File: src/rtl/peak_rate_meter_if.sv
// Sample-stream and rate-result signals of the peak/rate meter.
// The sample source is the master; the meter is the slave.
interface peak_rate_meter_if #(
    parameter int DW = 10,
    parameter int CW = 9
);
    logic          sample_valid;
    logic [DW-1:0] sample;
    logic          peak_pulse;
    logic [CW-1:0] interval;
    logic [8:0]    rate;
    logic          rate_valid;
    logic          locked;

    modport master (
        output sample_valid, sample,
        input  peak_pulse, interval, rate, rate_valid, locked
    );

    modport slave (
        input  sample_valid, sample,
        output peak_pulse, interval, rate, rate_valid, locked
    );
endinterface

File: src/rtl/peak_rate_meter.sv
// Hysteresis peak detector with refractory window, 4-interval history and an
// iterative divider that turns the interval sum into events per minute.
module peak_rate_meter #(
    parameter int DW      = 10,
    parameter int FS      = 100,
    parameter int HYST    = 8,
    parameter int MIN_INT = 20,
    parameter int MAX_INT = 400
) (
    input  logic             clk,
    input  logic             reset,
    peak_rate_meter_if.slave bus
);
    localparam int            CW     = $clog2(MAX_INT + 1);
    localparam int            SW     = 12;
    localparam int            NW     = 15;
    localparam logic [NW-1:0] NUM    = NW'(60 * FS * 4);
    localparam logic [DW:0]   HYST_X = (DW + 1)'(HYST);
    localparam logic [CW:0]   MIN_X  = (CW + 1)'(MIN_INT);
    localparam logic [CW:0]   MAX_X  = (CW + 1)'(MAX_INT);
    localparam logic [CW-1:0] MAX_CW = CW'(MAX_INT);

    typedef enum logic [1:0] {
        DET_UNPRIMED = 2'd0,
        DET_RISING   = 2'd1,
        DET_FALLING  = 2'd2
    } det_state_t;

    typedef enum logic [1:0] {
        DIV_IDLE = 2'd0,
        DIV_LOAD = 2'd1,
        DIV_ITER = 2'd2
    } div_state_t;

    det_state_t    det_state_r, det_state_s;
    logic [DW-1:0] ext_r, ext_s;
    logic [DW:0]   sample_x_s, ext_x_s;
    logic          cand_s, accept_s, push_s, timeout_s, start_div_s;
    logic [CW:0]   cnt_inc_s;
    logic [CW-1:0] cnt_r, cnt_s;
    logic          armed_r, armed_s;
    // Only three past intervals are kept: the incoming one completes the window.
    logic [CW-1:0] hist_r [0:2];
    logic [CW-1:0] hist_s [0:2];
    logic [2:0]    hcount_r, hcount_s;
    logic [CW-1:0] interval_r, interval_s;
    logic          locked_r, locked_s;
    logic          peak_pulse_r, peak_pulse_s;
    logic [SW-1:0] sum_s;

    div_state_t    div_state_r, div_state_s;
    logic [SW-1:0] divisor_r, divisor_s;
    logic [SW-1:0] rem_r, rem_s;
    logic [NW-1:0] quo_r, quo_s;
    logic [SW:0]   trial_s;
    logic [3:0]    iter_r, iter_s;
    logic [8:0]    rate_r, rate_s;
    logic          rate_valid_r, rate_valid_s;

    // Detector next state: extremum tracking with hysteresis, widened to avoid wrap.
    always_comb begin
        sample_x_s  = {1'b0, bus.sample};
        ext_x_s     = {1'b0, ext_r};
        det_state_s = det_state_r;
        ext_s       = ext_r;
        cand_s      = 1'b0;
        if (bus.sample_valid) begin
            case (det_state_r)
                DET_UNPRIMED: begin
                    ext_s       = bus.sample;
                    det_state_s = DET_RISING;
                end
                DET_RISING: begin
                    if (sample_x_s > ext_x_s) begin
                        ext_s = bus.sample;
                    end else if (sample_x_s + HYST_X <= ext_x_s) begin
                        cand_s      = 1'b1;
                        ext_s       = bus.sample;
                        det_state_s = DET_FALLING;
                    end else begin
                        ext_s = ext_r;
                    end
                end
                DET_FALLING: begin
                    if (sample_x_s < ext_x_s) begin
                        ext_s = bus.sample;
                    end else if (sample_x_s >= ext_x_s + HYST_X) begin
                        ext_s       = bus.sample;
                        det_state_s = DET_RISING;
                    end else begin
                        ext_s = ext_r;
                    end
                end
                default: det_state_s = DET_UNPRIMED;
            endcase
        end else begin
            det_state_s = det_state_r;
        end
    end

    // Interval counting, refractory acceptance, history and timeout.
    always_comb begin
        cnt_inc_s    = {1'b0, cnt_r} + {{CW{1'b0}}, 1'b1};
        accept_s     = cand_s && ((cnt_inc_s >= MIN_X) || !armed_r);
        push_s       = accept_s && armed_r;
        timeout_s    = bus.sample_valid && !accept_s && (cnt_inc_s >= MAX_X);
        sum_s        = SW'(cnt_inc_s) + SW'(hist_r[0]) + SW'(hist_r[1]) + SW'(hist_r[2]);
        cnt_s        = cnt_r;
        armed_s      = armed_r;
        hist_s[0]    = hist_r[0];
        hist_s[1]    = hist_r[1];
        hist_s[2]    = hist_r[2];
        hcount_s     = hcount_r;
        interval_s   = interval_r;
        locked_s     = locked_r;
        peak_pulse_s = accept_s;
        start_div_s  = 1'b0;
        if (accept_s) begin
            cnt_s   = {CW{1'b0}};
            armed_s = 1'b1;
            if (push_s) begin
                interval_s = cnt_inc_s[CW-1:0];
                hist_s[0]  = cnt_inc_s[CW-1:0];
                hist_s[1]  = hist_r[0];
                hist_s[2]  = hist_r[1];
                hcount_s   = (hcount_r == 3'd4) ? 3'd4 : (hcount_r + 3'd1);
                if (hcount_s == 3'd4) begin
                    locked_s    = 1'b1;
                    start_div_s = 1'b1;
                end else begin
                    locked_s = locked_r;
                end
            end else begin
                interval_s = interval_r;
            end
        end else if (timeout_s) begin
            cnt_s     = MAX_CW;
            armed_s   = 1'b0;
            hist_s[0] = {CW{1'b0}};
            hist_s[1] = {CW{1'b0}};
            hist_s[2] = {CW{1'b0}};
            hcount_s  = 3'd0;
            locked_s  = 1'b0;
        end else if (bus.sample_valid) begin
            cnt_s = cnt_inc_s[CW-1:0];
        end else begin
            cnt_s = cnt_r;
        end
    end

    // Restoring divider: NUM / sum, one load cycle then one quotient bit per clk.
    always_comb begin
        div_state_s  = div_state_r;
        divisor_s    = divisor_r;
        rem_s        = rem_r;
        quo_s        = quo_r;
        iter_s       = iter_r;
        rate_s       = rate_r;
        rate_valid_s = 1'b0;
        trial_s      = {rem_r, quo_r[NW-1]};
        if (timeout_s) begin
            div_state_s = DIV_IDLE;
            rate_s      = 9'd0;
        end else if (start_div_s) begin
            div_state_s = DIV_LOAD;
            divisor_s   = sum_s;
        end else begin
            case (div_state_r)
                DIV_IDLE: div_state_s = DIV_IDLE;
                DIV_LOAD: begin
                    rem_s       = {SW{1'b0}};
                    quo_s       = NUM;
                    iter_s      = 4'd0;
                    div_state_s = DIV_ITER;
                end
                DIV_ITER: begin
                    if (trial_s >= {1'b0, divisor_r}) begin
                        rem_s = SW'(trial_s - {1'b0, divisor_r});
                        quo_s = {quo_r[NW-2:0], 1'b1};
                    end else begin
                        rem_s = trial_s[SW-1:0];
                        quo_s = {quo_r[NW-2:0], 1'b0};
                    end
                    if (iter_r == 4'(NW - 1)) begin
                        rate_s       = quo_s[8:0];
                        rate_valid_s = 1'b1;
                        div_state_s  = DIV_IDLE;
                    end else begin
                        iter_s = iter_r + 4'd1;
                    end
                end
                default: div_state_s = DIV_IDLE;
            endcase
        end
    end

    // Detector, counter and history registers.
    always_ff @(posedge clk or negedge reset) begin
        if (!reset) begin
            det_state_r  <= DET_UNPRIMED;
            ext_r        <= {DW{1'b0}};
            cnt_r        <= {CW{1'b0}};
            armed_r      <= 1'b0;
            hist_r[0]    <= {CW{1'b0}};
            hist_r[1]    <= {CW{1'b0}};
            hist_r[2]    <= {CW{1'b0}};
            hcount_r     <= 3'd0;
            interval_r   <= {CW{1'b0}};
            locked_r     <= 1'b0;
            peak_pulse_r <= 1'b0;
        end else begin
            det_state_r  <= det_state_s;
            ext_r        <= ext_s;
            cnt_r        <= cnt_s;
            armed_r      <= armed_s;
            hist_r[0]    <= hist_s[0];
            hist_r[1]    <= hist_s[1];
            hist_r[2]    <= hist_s[2];
            hcount_r     <= hcount_s;
            interval_r   <= interval_s;
            locked_r     <= locked_s;
            peak_pulse_r <= peak_pulse_s;
        end
    end

    // Divider and rate output registers.
    always_ff @(posedge clk or negedge reset) begin
        if (!reset) begin
            div_state_r  <= DIV_IDLE;
            divisor_r    <= {SW{1'b0}};
            rem_r        <= {SW{1'b0}};
            quo_r        <= {NW{1'b0}};
            iter_r       <= 4'd0;
            rate_r       <= 9'd0;
            rate_valid_r <= 1'b0;
        end else begin
            div_state_r  <= div_state_s;
            divisor_r    <= divisor_s;
            rem_r        <= rem_s;
            quo_r        <= quo_s;
            iter_r       <= iter_s;
            rate_r       <= rate_s;
            rate_valid_r <= rate_valid_s;
        end
    end

    assign bus.peak_pulse = peak_pulse_r;
    assign bus.interval   = interval_r;
    assign bus.rate       = rate_r;
    assign bus.rate_valid = rate_valid_r;
    assign bus.locked     = locked_r;
endmodule

File: src/flat_wrapper.sv
// flat-port wrapper written by rule: the top's interface ports become plain ports
module peak_rate_meter_flat 
#(
    parameter int DW      = 10,
    parameter int FS      = 100,
    parameter int HYST    = 8,
    parameter int MIN_INT = 20,
    parameter int MAX_INT = 400
)
  (clk, reset, bus_sample_valid, bus_sample, bus_peak_pulse, bus_interval, bus_rate, bus_rate_valid, bus_locked);
  peak_rate_meter_if #(.DW(DW), .CW((9))) bus_i ();
  input  logic clk;
  input  logic reset;
  input wire logic [$bits(bus_i.sample_valid)-1:0] bus_sample_valid;
  input wire logic [$bits(bus_i.sample)-1:0] bus_sample;
  output wire logic [$bits(bus_i.peak_pulse)-1:0] bus_peak_pulse;
  output wire logic [$bits(bus_i.interval)-1:0] bus_interval;
  output wire logic [$bits(bus_i.rate)-1:0] bus_rate;
  output wire logic [$bits(bus_i.rate_valid)-1:0] bus_rate_valid;
  output wire logic [$bits(bus_i.locked)-1:0] bus_locked;
  assign bus_i.sample_valid = bus_sample_valid;
  assign bus_i.sample = bus_sample;
  assign bus_peak_pulse = bus_i.peak_pulse;
  assign bus_interval = bus_i.interval;
  assign bus_rate = bus_i.rate;
  assign bus_rate_valid = bus_i.rate_valid;
  assign bus_locked = bus_i.locked;
  peak_rate_meter #(.DW(DW), .FS(FS), .HYST(HYST), .MIN_INT(MIN_INT), .MAX_INT(MAX_INT)) u_core (.clk(clk), .reset(reset), .bus(bus_i));
endmodule
File: config.mk
export PLATFORM = sky130hd
export DESIGN_NAME = peak_rate_meter_flat
export DESIGN_NICKNAME = d
export VERILOG_FILES = /design/src/rtl/peak_rate_meter_if.sv /design/src/rtl/peak_rate_meter.sv /design/src/flat_wrapper.sv
export SDC_FILE = /design/constraint.sdc
export NUM_CORES = 1
export LEC_CHECK = 0
export BUFFER_PORTS_ARGS = -buffer_cell sky130_fd_sc_hd__buf_2
export CAP_MARGIN = 40
export CORE_UTILIZATION = 55
export CTS_CLUSTER_DIAMETER = 80
export DETAILED_ROUTE_END_ITERATION = 8
export MAX_ROUTING_LAYER = met4
export PLACE_DENSITY = 0.72
export SLEW_MARGIN = 5
export SYNTH_ARGS = -nofsm -noshare
export SYNTH_HDL_FRONTEND = slang
export SYNTH_SLANG_ARGS = --single-unit
File: constraint.sdc
create_clock -name clk -period 8.4 [get_ports clk]
set_input_delay 0.84 -clock clk [delete_from_list [all_inputs] [get_ports clk]]
set_output_delay 0.84 -clock clk [all_outputs]
set_load 0.02 [all_outputs]
==> results by group <==
Pwr
  – Sw Ratio: 34.3%
  – Int Power: 1.41 mW
  – Clock share of power: 36.1%
  – Comb power frac: 31.3%
  – Sequential share of power: 32.5%
  – Cell leakage power: 4.12 nW
  – Tot Pwr: 2.14 mW
  – Switching pwr: 735 µW
  – VDD IR max: 0.188 mV
  – PwrDens: 251 mW/mm²

Synthesis
  – Synth Area per Inst: 9.28 µm²
  – Synth Cell Area: 0.00755 mm²
  – Synth warn: 0
  – Synth top area share: 39.1%
  – Synth area leaders: dfrtp_1, ha_1, nand2_1
  – Synth Instances: 813
  – Asr flop ratio synth: 100%
  – FF+latch count, synth: 118
  – Syn_nets: 902
  – Register area share after synthesis: 39.1%
  – Post-synth top flop: dfrtp_1
  – Yosys cell types: 69
  – Dominant cell type by area after synthesis: dfrtp_1
  – EDFF count, synth: 0

Timing
  – RSZ-0062 raised after global routing: no
  – Worst Hold Slack: 0.382 ns
  – Setup Viol. Count Final: 0
  – Fin Setup TNS: 0 ns
  – Fmax: 221 MHz
  – Crit path time final: 4.53 ns
  – Rel. slew slack: 45.6%
  – Final clock period utilization by the worst path: 53.9%
  – Final Slew Violations: 0
  – Final hold vios: 0
  – Slew @ Worst Pin: 0.804 ns
  – Post-Route Skew: 0.0124 ns

Global routing
  – Met1 usage: 31.0%
  – Initial antenna violation count: 0
  – Met3 Use GR: 4.60%
  – Busiest grt layer: met2
  – GRT Residual Overflow: 0
  – Met2 Use GR: 38.3%
  – First-pass GRT wire length: 26,700 µm
  – Vias in the first global route: 5,708
  – Total track usage: 24.4%
  – Largest net degree at the start of global routing: 43

Setup path
  – CP dominant cell by count: ha_1
  – Worst Setup Path Type: reg2reg
  – FF-to-FF path depth: 15
  – Crit path to: u_core.divisor_r[10]
  – Reg2reg start: u_core.cnt_r[0]
  – Setup crit start kind: flip-flop
  – Register-to-register setup slack: 3.87 ns
  – Max incr delay on CP: 0.53 ns
  – Worst EP arrival: 4.88 ns
  – CP top delay family: adder cells
  – Critical path endpoint category: flip-flop
  – CP Launch Point: u_core.cnt_r[0]
  – Worst reg2reg endpoint: u_core.divisor_r[10]
  – CP max FO: 6
  – Critical-path cell list: ha_1 > nand3_1 > xor2_1 > inv_1 > ha_1 > a21oi_1 > o21ai_0 > xnor2_1 > fa_1 > inv_1 > ha_1 > o41ai_1 > o21ai_0 > or3_1 > nand3_1
  – Crit path depth: 15
  – WP buf/inv: 2
  – Slowest cell on the critical path: o41ai_1
  – Critical Path RT: 8.75 ns

Clock network
  – Hold_buf cts: 0
  – Clock Path Buffers: 2
  – Clk sinks: 118
  – Clk pin slew, worst setup/hold paths: 0.06 ns
  – Post-CTS sizing: 0
  – Root Driver: clkbuf_16
  – CTS buffer count: 17
  – CTS tree: built
  – Worst skew pair latency: 0.42 ns
  – # Post-CTS Setup Buffers: 0
  – H-tree levels: 4

Detailed routing
  – Vias/cell: 5.58
  – Residual DRC: 0
  – First-pass DRT Iterations: 4
  – Post-DRT Antenna Nets: 0
  – Wire per inst: 14.9 µm
  – Initial DRC count: 276
  – Vias: 5,777
  – Final WL: 15,400 µm

Floorplanning
  – I/O pin total: 34
  – Die X: 119 µm
  – CORE AREA: 0.0133 mm²
  – # rows: 42
  – Die H: 119 µm
  – Initial core utilization: 56.8%
  – Die area: 0.0142 mm²

Placement
  – GPL Wtd Cong: 0.875
  – Placed insts: 1,003
  – Hpwl dp: 11,300 µm
  – Port bufs: 33

Layout
  – Layout cells sized above 1: 13.7%
  – Commonest cells after routing, fill and taps aside: nand2_1, dfrtp_1, inv_1
  – Fill count: 1,090
  – Cell Count, Final, Fillers Out: 1,035
  – Commonest non-fill, non-tap cell in the layout: nand2_1
  – Area delta synth->final: 13.2%
  – Final #Nets: 935
  – Antenna diodes: 0

Job
  – Max Cap Violations: 0

Min path
  – Worst hold path class: in2async

Run status
  – Status: complete, no violations
kinds of logic (layout without fill, tap and decap cells):
group / after synthesis / after routing / synth area share (%)
xor gates and xnor gates: 36 / 36 / 4.18
and+or+nand+nor: 248 / 248 / 15.6
DFF: 118 / 118 / 39.1
buffers and inverters: 104 / 150 / 5.44
adders and majority gates: 76 / 76 / 13.8
muxes: 27 / 27 / 3.86
AOI/OAI and AO/OA: 204 / 204 / 18.0
power groups by stage:
stage / registers (mW) / clock network (mW) / logic [mW]
final: 0.697 / 0.775 / 0.672
after floorplan: 0.698 / 0 / 0.496
after global placement: 0.701 / 0 / 0.640
after global routing: 0.705 / 0.815 / 0.759
after detailed placement: 0.706 / 0 / 0.668
after CTS: 0.697 / 0.788 / 0.676
through the flow:
| stage | util [%] | cell area (µm²) | setup WS (ns) |
|---|---|---|---|
| final | 64.3 | 8550 | 3.87 |
| after global routing | 64.3 | 8550 | 3.59 |
| after CTS | 64.3 | 8550 | 3.84 |
| after detailed placement | 59.6 | 7920 | 3.87 |
| after global placement | 59.1 | 7850 | 3.58 |
| after floorplan | - | 7550 | 4.58 |
how the worst min path moves through the flow:
stage,slack (ns),endpoint
6_report,0.38,u_core.bus.rate_valid
3_3_place_gp,0.46,u_core.bus.interval[6]
4_1_cts,0.38,u_core.quo_r[4]
3_5_place_dp,0.46,u_core.bus.interval[7]
2_1_floorplan,0.45,u_core.divisor_r[11]
5_1_grt,0.41,u_core.bus.rate[4]
Yosys cell counts, types with 13 or more instances:
master and n:
nor2_1 38, a22o_1 14, nand3_1 23, xnor2_1 19, dfrtp_1 118, o21ai_0 68
clkbuf_1 13, a21o_1 15, mux2_2 17, a21oi_1 29, inv_1 79, nand2_1 124
xor2_1 17, ha_1 64
state kept, by name, indices dropped and copies added (netlist names), 2 cells and up:
| signal | cells |
|---|---|
| u_core.bus.interval | 9 |
| u_core.bus.rate | 9 |
| u_core.cnt_r | 9 |
| u_core.det_state_r | 2 |
| u_core.div_state_r | 2 |
| u_core.divisor_r | 12 |
| u_core.ext_r | 10 |
| u_core.hcount_r | 3 |
| u_core.hist_r | 27 |
| u_core.iter_r | 4 |
| u_core.quo_r | 15 |
| u_core.rem_r | 12 |
routing by layer:
layer,vias up,part of all wire [%]
li1,2904,-
met1,2762,48
met2,93,48
met3,18,2.5
met4,0,1.3
met5,-,0
layout make-up:
cell class | count | area (µm²) | share of cell area [%]
clock buffer | 17 | 425 | 4.98
clock inverter | 15 | 203 | 2.37
inverter | 80 | 300 | 3.51
multi-input combinational | 591 | 4200 | 49.1
sequential | 118 | 2950 | 34.5
tap | 176 | 220 | 2.58
timing repair buffer | 38 | 250 | 2.93
No activity file was read; power rests on OpenSTA's default activity.
